**src/rtl/mem_access_unit.sv**
```systemverilog
// Memory-stage access sequencer: drives a 16-bit synchronous data memory and splits
// 32-bit accesses into two word cycles. It stalls upstream while busy and flags out-of-range addresses.
module mem_access_unit #(
  parameter int         ADDR_W    = 11,
  parameter int         MEM_DEPTH = 2048,
  parameter logic [3:0] EXC_CODE  = 4'd1
) (
  input  logic              clk,
  input  logic              reset,
  input  logic              req_valid,
  output logic              req_ready,
  input  logic              mem_read,
  input  logic              mem_write,
  input  logic              mem_type,
  input  logic [31:0]       addr,
  input  logic [31:0]       wdata,
  output logic              resp_valid,
  output logic [31:0]       resp_rdata,
  output logic              exc_valid,
  output logic [3:0]        exc_cause,
  output logic [31:0]       exc_addr,
  output logic              dm_en,
  output logic              dm_we,
  output logic [ADDR_W-1:0] dm_addr,
  output logic [15:0]       dm_wdata,
  input  logic [15:0]       dm_rdata
);

  typedef enum logic [1:0] {IDLE, ACC0, ACC1, FIN} state_t;

  state_t            state;
  logic [ADDR_W-1:0] addr_q;
  logic [31:0]       wdata_q;
  logic              type_q;
  logic              write_q;
  logic [15:0]       low_q;
  logic              accept;
  logic              illegal;

  assign req_ready = (state == IDLE);
  assign accept    = (state == IDLE) && req_valid && (mem_read || mem_write);
  // A 32-bit access at the last word would spill its upper half past the end of memory.
  assign illegal   = (addr >= 32'(MEM_DEPTH)) || (mem_type && (addr == 32'(MEM_DEPTH - 1)));

  always_ff @(posedge clk) begin
    if (!reset) begin
      state      <= IDLE;
      addr_q     <= '0;
      wdata_q    <= '0;
      type_q     <= 1'b0;
      write_q    <= 1'b0;
      low_q      <= '0;
      resp_valid <= 1'b0;
      resp_rdata <= '0;
      exc_valid  <= 1'b0;
      exc_cause  <= '0;
      exc_addr   <= '0;
    end else begin
      resp_valid <= 1'b0;
      exc_valid  <= 1'b0;
      exc_cause  <= '0;
      case (state)
        IDLE: begin
          if (accept) begin
            if (illegal) begin
              exc_valid <= 1'b1;
              exc_cause <= EXC_CODE;
              exc_addr  <= addr;
            end else begin
              addr_q  <= addr[ADDR_W-1:0];
              wdata_q <= wdata;
              type_q  <= mem_type;
              write_q <= mem_write;
              state   <= ACC0;
            end
          end
        end
        ACC0: state <= type_q ? ACC1 : FIN;
        ACC1: begin
          // Data for the ACC0 read arrives now; it is the low half of the result.
          if (!write_q) low_q <= dm_rdata;
          state <= FIN;
        end
        FIN: begin
          if (!write_q) resp_rdata <= type_q ? {dm_rdata, low_q} : {16'h0000, dm_rdata};
          resp_valid <= 1'b1;
          state      <= IDLE;
        end
        default: state <= IDLE;
      endcase
    end
  end

  // Memory strobes are gated by reset so an abandoned access never reaches the array.
  always_comb begin
    dm_en    = 1'b0;
    dm_we    = 1'b0;
    dm_addr  = addr_q;
    dm_wdata = wdata_q[15:0];
    if (reset) begin
      case (state)
        ACC0: begin
          dm_en = 1'b1;
          dm_we = write_q;
        end
        ACC1: begin
          dm_en    = 1'b1;
          dm_we    = write_q;
          dm_addr  = addr_q + ADDR_W'(1);
          dm_wdata = wdata_q[31:16];
        end
        default: begin
          dm_en = 1'b0;
          dm_we = 1'b0;
        end
      endcase
    end
  end

endmodule

```
**config.mk**
```make
export PLATFORM = sky130hd
export DESIGN_NAME = mem_access_unit
export DESIGN_NICKNAME = d
export VERILOG_FILES = /design/src/rtl/mem_access_unit.sv
export SDC_FILE = /design/constraint.sdc
export NUM_CORES = 1
export LEC_CHECK = 0
export BUFFER_PORTS_ARGS = -buffer_cell sky130_fd_sc_hd__buf_2
export CAP_MARGIN = 20
export CORE_ASPECT_RATIO = 1.4
export CORE_MARGIN = 2
export CORE_UTILIZATION = 45
export CTS_CLUSTER_SIZE = 24
export DETAILED_ROUTE_END_ITERATION = 6
export PLACE_DENSITY = 0.76
export SLEW_MARGIN = 10
export SYNTH_ARGS = -nofsm -noshare
export SYNTH_HDL_FRONTEND = slang
export SYNTH_SLANG_ARGS = --single-unit
```
**constraint.sdc**
```tcl
create_clock -name clk -period 3.06 [get_ports clk]
set_input_delay 0.306 -clock clk [delete_from_list [all_inputs] [get_ports clk]]
set_output_delay 0.306 -clock clk [all_outputs]
set_load 0.1 [all_outputs]
```
Word-level counts from Yosys, hierarchy flattened:

Index checks and enable logic that the tools add are counted.

* input bits: 86
* flip-flop bits (word level): 133

* bitwise gates (word level): 2
* magnitude comparators: 1
* reductions and logical operators: 13
* multiplexer cells: 16
* equality and inequality tests: 6
* $add $sub $neg: 1

Operator list (number)
* == test 32 x 11 -> 1 bit (second input constant): 1
* >= comparator 32 x 12 -> 1 bit (second input constant): 1
* two-way mux 16 bit: 2
* two-way mux 32 bit: 1
* two-way mux 11 bit: 2
* adder 11 x 1 -> 11 bit (second input constant): 1
* AND reduction 3 bit: 3
* two-way mux 1 bit: 8
* case mux 2 bit (4 select lines): 1
* AND reduction 2 bit: 3
* == test 2 bit (second input constant): 2
* two-way mux 2 bit: 2
* logical AND 1 bit: 3
* == test 2 x 1 -> 1 bit (second input constant): 1
* logical NOT 2 bit: 1
* logical OR 1 bit: 2
* != test 2 x 1 -> 1 bit (second input constant): 1
* != test 2 bit (second input constant): 1
* NOT 1 bit: 2
* OR reduction 2 bit: 1

Depth between registers and ports, before layout:

Gate-level depths: netlist of run 1.

* depth after elaboration: 6
* gate-level depth with buffers: 7
* mapped depth without buffers: 6

Worst setup path after synthesis of run 1:

Ideal clock, no wire load.

* path type: register to output
* from: register state[0]
* to: output dm_addr[7]
* data required time: 2.754 ns
* arrival: 2.767 ns
* slack: -0.013 ns
* cell stages (with the launch flop): 7
* buffers on the path: 0
* cell sequence: dfxtp_1 inv_1 ha_1 nand2_1 nor2_1 nand4_1 xnor2_1

* longest elaborated chain between the ends: 3

RTL lines
* start, declared: line 31 `state_t state;`
* start signal, assigned: line 78 `ACC0: state <= type_q ? ACC1 : FIN;`
* == test 2 bit: line 101 `case (state)`
* two-way mux 11 bit: line 101
* two-way mux 11 bit: line 100 `if (reset) begin`
* end, declared: line 24 `output logic [ADDR_W-1:0] dm_addr,`

No other way between the ends.

Worst setup path in the final report of run 1:

* from: register state[0]
* to: output dm_addr[8]

The elaborated chain is that of the path after synthesis.

==> impl_metrics.ini, run 1 <==
[cells_and_area]
final_util_pct = 61.5
area_growth_pct = 34.4
multi_input_comb_area_mm2 = 0.00279
diodes = 0
final.fill_count = 1073
final_nets = 879
final_cells = 950
seq_area_mm2 = 0.00258
drive_gt1_share_pct = 30.8

[power_and_ir_drop]
cell_internal_pwr_uw = 3010
power_frac_seq_pct = 41.4
ir_drop_mv = 0.369
netSwitchingPower_uw = 1130
clkPwrFrac_pct = 48.2
pwr-share-comb_pct = 10.4
p_leak_uw = 0.00334
sw_frac_of_total_pct = 27.4
power_density_mw_per_mm2 = 553

[die]
floorplan.die_area_mm2 = 0.0133
die-width_um = 98.1
floorplan.io_pins = 186
core_mm2 = 0.0122
initial_utilization_pct = 45.8
num_rows = 48
die_h_um = 136

[yosys]
yosys.area.top_type = dfxtp_1
synth_top_area_share_pct = 46.3
ys_seq_area_share_pct = 46.3
synth_edf_count = 0
synth.area.top_cells = dfxtp_1 (46%), mux2i_1 (13%), nand2_1 (13%)
synthCells = 628
ys_seq_elements = 129
async_flop_share_pct = 0
syn_area_mm2 = 0.00558
synth_area_per_cell_um2 = 8.89
synth_flop_cell = dfxtp_1
yosysUniqueCellTypes = 34
yosysWarnings = 0

[clock_network]
cts_buffers = 17
ctsHoldBuffers = 0
cts_tree = done
root_buffer = clkbuf_16
clock_latency_ns = 0.41
cts-resized-gates = 0
cts_setup_buffers = 0
htree_levels = 4
cts_buffer_depth = 2
clk_pin_slew_worst_paths_ns = 0.06
clock-sinks = 129

[run]
maxCapViolCount = 0

[outcome]
status = finished clean

[global_routing]
grt_pass1_vias = 4585
grt_pass1_wl_um = 21700
grt_start_max_net_pins = 90
overflow = 0
antenna_found_initial = 0
grt_usage_pct = 20.1

[drt]
wl_per_cell_um = 14.3
antenna_left = 0
drtIter0Drc = 227
via_per_inst = 5.08
via_count = 4827
first_pass_iters = 6
drc_errors = 0
wl_um = 13500

[sta]
fin_tns_setup_ns = 0
drv_slew = 0
min_period_ns = 2.76
setup_viol_count_final = 0
setup_slack_ns = 0.304
hold_viol = 0
holdWs_ns = 0.135
tightestPinTransition_ns = 0.977
clock_skew_ns = 0.00745
clock.fmax_ghz = 0.363
max_slew_margin_pct = 34.7
finalCritPeriodShare_pct = 90.1
rsz0062_at_grt = false

[setup_path]
path_delay_family = simple AND/OR/NAND/NOR gates
crit_top_cell = nand3_1
path_buf_inv = 2
cp_slowest_cell = nor3_1
crit_required_ns = 2.75
critPathKind = reg -> out
critPathCaptureType = output pin
cp.arrival_ns = 2.45
worstPathCellList = inv_1, ha_1, nand3_1, nor3_1, nand3_1, xnor2_2, buf_2
startpoint_type = register
cpPeakStageDelay_ns = 0.46
cp_max_fo = 6

[hold_path]
hold_class = in -> reg

[place]
place_ws_ns = 0.718
io_buffer_count = 182
dpl.hpwl_um = 9390
place.gp.congestion = 0.811
dp.cells = 919
## Yosys cell counts (2+ instances only)
| master | count |
|---|---|
| inv_1 | 3 |
| clkbuf_1 | 38 |
| nand4_1 | 6 |
| dfxtp_1 | 129 |
| nor4_1 | 4 |
| and3_1 | 3 |
| mux2i_1 | 72 |
| buf_4 | 6 |
| nor3_1 | 4 |
| nor2b_1 | 2 |
| and2_1 | 4 |
| o211ai_1 | 2 |
| xnor2_1 | 6 |
| ha_1 | 5 |
| buf_6 | 3 |
| buf_2 | 4 |
| o21ai_1 | 21 |
| nor2_1 | 3 |
| nand3_1 | 42 |
| a21boi_0 | 31 |
| buf_1 | 2 |
| xor2_1 | 4 |
| nand2b_1 | 2 |
| o211a_1 | 17 |
| nand2_1 | 190 |
| mux2_2 | 17 |
## stage by stage
stage	total power, uW	instance area [um^2]
floorplan	2070	5620
global placement	2180	6920
detailed placement	2190	6920
CTS	4190	7500
global route	4270	7500
finish	4150	7500
## worst register-to-register path: stages, from the launching register on
cell	delay (ns)
dfxtp_1	0.35
inv_1	0.10
ha_1	0.27
o211a_1	0.18
buf_4	0.23
o31a_1	0.41
buf_12	0.25
mux2i_1	0.21
## worst paths after layout
path / to / slack, ns / cells past startpoint / startpoint
setup / recovery: dm_addr[8] / 0.30 / 7 / state[0]$_SDFFE_PN0P_
hold / removal: wdata_q[24]$_SDFFE_PN0P_ / 0.13 / 3 / wdata[24]
setup reg to reg: exc_addr[10]$_SDFFE_PN0P_ / 0.99 / 7 / state[0]$_SDFFE_PN0P_
hold reg to reg: exc_addr[21]$_SDFFE_PN0P_ / 0.44 / 2 / exc_addr[21]$_SDFFE_PN0P_
## registers in the layout, summed over array words and instances, names as in the netlist
| name | count |
|---|---|
| wdata_q | 32 |
| resp_valid | 1 |
| type_q | 1 |
| exc_cause | 1 |
| state | 2 |
| resp_rdata | 32 |
| low_q | 16 |
| exc_addr | 32 |
| write_q | 1 |
| addr_q | 11 |
## final cells by class
class / instances / share of cell area [%]
clock buffer: 17 / 5.67
clock inverter: 14 / 2.09
inverter: 3 / 0.150
multi-input combinational: 445 / 37.2
sequential: 129 / 34.4
tap: 150 / 2.50
timing repair buffer: 192 / 17.9
## logic make-up after synthesis
family	Yosys count	share of synthesized area, %
flip-flops	129	46.3
other	1	0.0672
AO/OA/AOI/OAI	76	10.2
buffers and inverters	56	4.66
multiplexers	89	16.3
XOR/XNOR	10	1.57
AND/OR/NAND/NOR	262	19.8
adder cells (fa/ha/maj)	5	1.12
## routing by layer
metal  vias up  global-route usage, %  share of wire (%)
met2       122                   35.5                 53
met1      2242                   22.8                 39
met5         -                      0                  0
li1       2440                      -                  -
met4         0                   8.80                2.0
met3        23                   5.26                5.7
## placed cells by master, fill, tap and decap left out, drive strengths merged, types with 2 or more instances in the layout
cell	synthesis	layout
o211ai	2	2
nand2b	2	2
ha	5	5
nor3	4	4
and3	3	3
xor2	4	4
clkbuf	38	17
mux2	17	17
nand2	190	190
clkinv	0	4
clkinvlp	0	3
nand4	6	6
nand3	42	42
nor2	3	3
and2	4	4
conb	1	3
bufinv	0	2
o211a	17	17
xnor2	6	6
dfxtp	129	129
o21ai	21	21
buf	15	192
nor2b	2	2
nor4	5	5
a21boi	32	32
inv	3	8
mux2i	72	72
## power by group through the flow
stage	Combinational, uW	Clock, uW	Sequential [uW]
floorplan	127	0	1950
global placement	429	0	1750
detailed placement	432	0	1760
CTS	433	2040	1720
global route	456	2100	1720
finish	432	2000	1720
Note: power is estimated with default switching activity, not from simulation.
==> run 2: changes to the inputs <==
--- a/config.mk
+++ b/config.mk
@@ -10,9 +10,10 @@
 export CORE_ASPECT_RATIO = 1.4
 export CORE_MARGIN = 2
 export CORE_UTILIZATION = 45
-export CTS_CLUSTER_SIZE = 24
+export CTS_CLUSTER_SIZE = 8
 export DETAILED_ROUTE_END_ITERATION = 6
 export PLACE_DENSITY = 0.76
+export RECOVER_POWER = 100
 export SLEW_MARGIN = 10
 export SYNTH_ARGS = -nofsm -noshare
 export SYNTH_HDL_FRONTEND = slang
==> impl_metrics.ini, run 2 (synthesis gave the netlist of run 1 again) <==
[die]
num_rows = 48
die_h_um = 136
initial_utilization_pct = 45.8
die-width_um = 98.1
floorplan.die_area_mm2 = 0.0133
floorplan.io_pins = 186
core_mm2 = 0.0122

[sta]
clock.fmax_ghz = 0.356
setup_viol_count_final = 0
fin_tns_setup_ns = 0
max_slew_margin_pct = -15.5
drv_slew = 48
clock_skew_ns = 0.00786
rsz0062_at_grt = false
finalCritPeriodShare_pct = 91.9
tightestPinTransition_ns = 1.73
min_period_ns = 2.81
holdWs_ns = 0.133
hold_viol = 0

[cells_and_area]
top_regs = exc_addr (32), resp_rdata (32), wdata_q (32)
layout_commonest_cell = nand2_1
area_growth_pct = 31.2
final.fill_count = 1122
multi_input_comb_area_mm2 = 0.00276
seq_area_mm2 = 0.00258
final_nets = 879
diodes = 0
final_cell_mix = nand2_1 (190), dfxtp_1 (129), buf_2 (86), clkbuf_1 (73), mux2i_1 (72)
drive_gt1_share_pct = 19.1

[power_and_ir_drop]
total_power_uw = 4130
p_leak_uw = 0.00302
ir_drop_mv = 0.360
power_density_mw_per_mm2 = 565

[clock_network]
cts_tree = done
cts-resized-gates = 0
ctsHoldBuffers = 0
clk_pin_slew_worst_paths_ns = 0.06
cts_buffers = 17
clock_latency_ns = 0.41
clock-sinks = 129
cts_buffer_depth = 2
htree_levels = 4
cts_setup_buffers = 0
root_buffer = clkbuf_16

[setup_path]
startpoint_type = register
critPathKind = reg -> out
crit_required_ns = 2.75
critPathCaptureType = output pin
cp.arrival_ns = 2.51
cp_max_fo = 19

[drt]
wl_per_cell_um = 14.3
first_pass_iters = 7
via_count = 4835
antenna_left = 0
drc_errors = 0
drtIter0Drc = 227
wl_um = 13600
via_per_inst = 5.09

[global_routing]
grt_start_max_net_pins = 90
antenna_found_initial = 0
grt_pass1_vias = 4585
overflow = 0
grt_usage_pct = 20.1
grt_pass1_wl_um = 21700

[hold_path]
hold_class = in -> reg

[place]
place.gp.congestion = 0.811
io_buffer_count = 182
dpl.hpwl_um = 9390

[outcome]
violations = max-capacitance violations, max-slew violations
status = finished with violations

[run]
maxCapViolCount = 1
run 2: worst paths after layout:
path	depth (start not counted)	start	end	slack, ns
min	3	addr[26]	exc_addr[26]$_SDFFE_PN0P_	0.13
max reg2reg	6	state[0]$_SDFFE_PN0P_	addr_q[1]$_SDFFE_PN0P_	0.45
min reg2reg	2	wdata_q[24]$_SDFFE_PN0P_	wdata_q[24]$_SDFFE_PN0P_	0.45
max	8	state[0]$_SDFFE_PN0P_	dm_addr[5]	0.25
run 2: area by class of cell:
| type | instances | area share [%] |
|---|---|---|
| repair buffers | 192 | 16.4 |
| inverters | 3 | 0.154 |
| clock inverters | 14 | 2.14 |
| flip-flops and latches | 129 | 35.3 |
| well taps | 150 | 2.56 |
| multi-input cells | 445 | 37.7 |
| clock buffers | 17 | 5.81 |
run 2: worst max-delay path, cell delays in order, from the launching register on:
cell and delay [ns]:
dfxtp_1 0.35, inv_1 0.10, ha_1 0.22, nand2_1 0.06, buf_4 0.23, nor2_1 0.33, and3_1 0.22, xor2_1 0.15
buf_2 0.45
run 2: metal layers:
| metal | up-vias | share of wire, % | GRT usage [%] |
|---|---|---|---|
| met5 | - | 0 | 0 |
| met4 | 0 | 2.3 | 8.80 |
| met3 | 30 | 5.6 | 5.26 |
| met2 | 133 | 52 | 35.5 |
| met1 | 2232 | 40 | 22.8 |
| li1 | 2440 | - | - |
run 2: report_power, final:
part | internal (uW) | switching (uW) | total (uW)
logic | 88.5 | 332 | 420
registers | 1710 | 13.1 | 1720
clock network | 1210 | 786 | 2000
total | 3000 | 1130 | 4130
run 2: through the flow:
step	util [%]	std cells	cell area [um^2]	setup slack, ns
global route	60.1	950	7320	0.0396
global placement	56.7	919	6920	0.768
CTS	61.5	950	7500	0.264
floorplan	-	630	5620	0.0738
finish	60.1	950	7320	0.248
detailed placement	56.7	919	6920	0.718
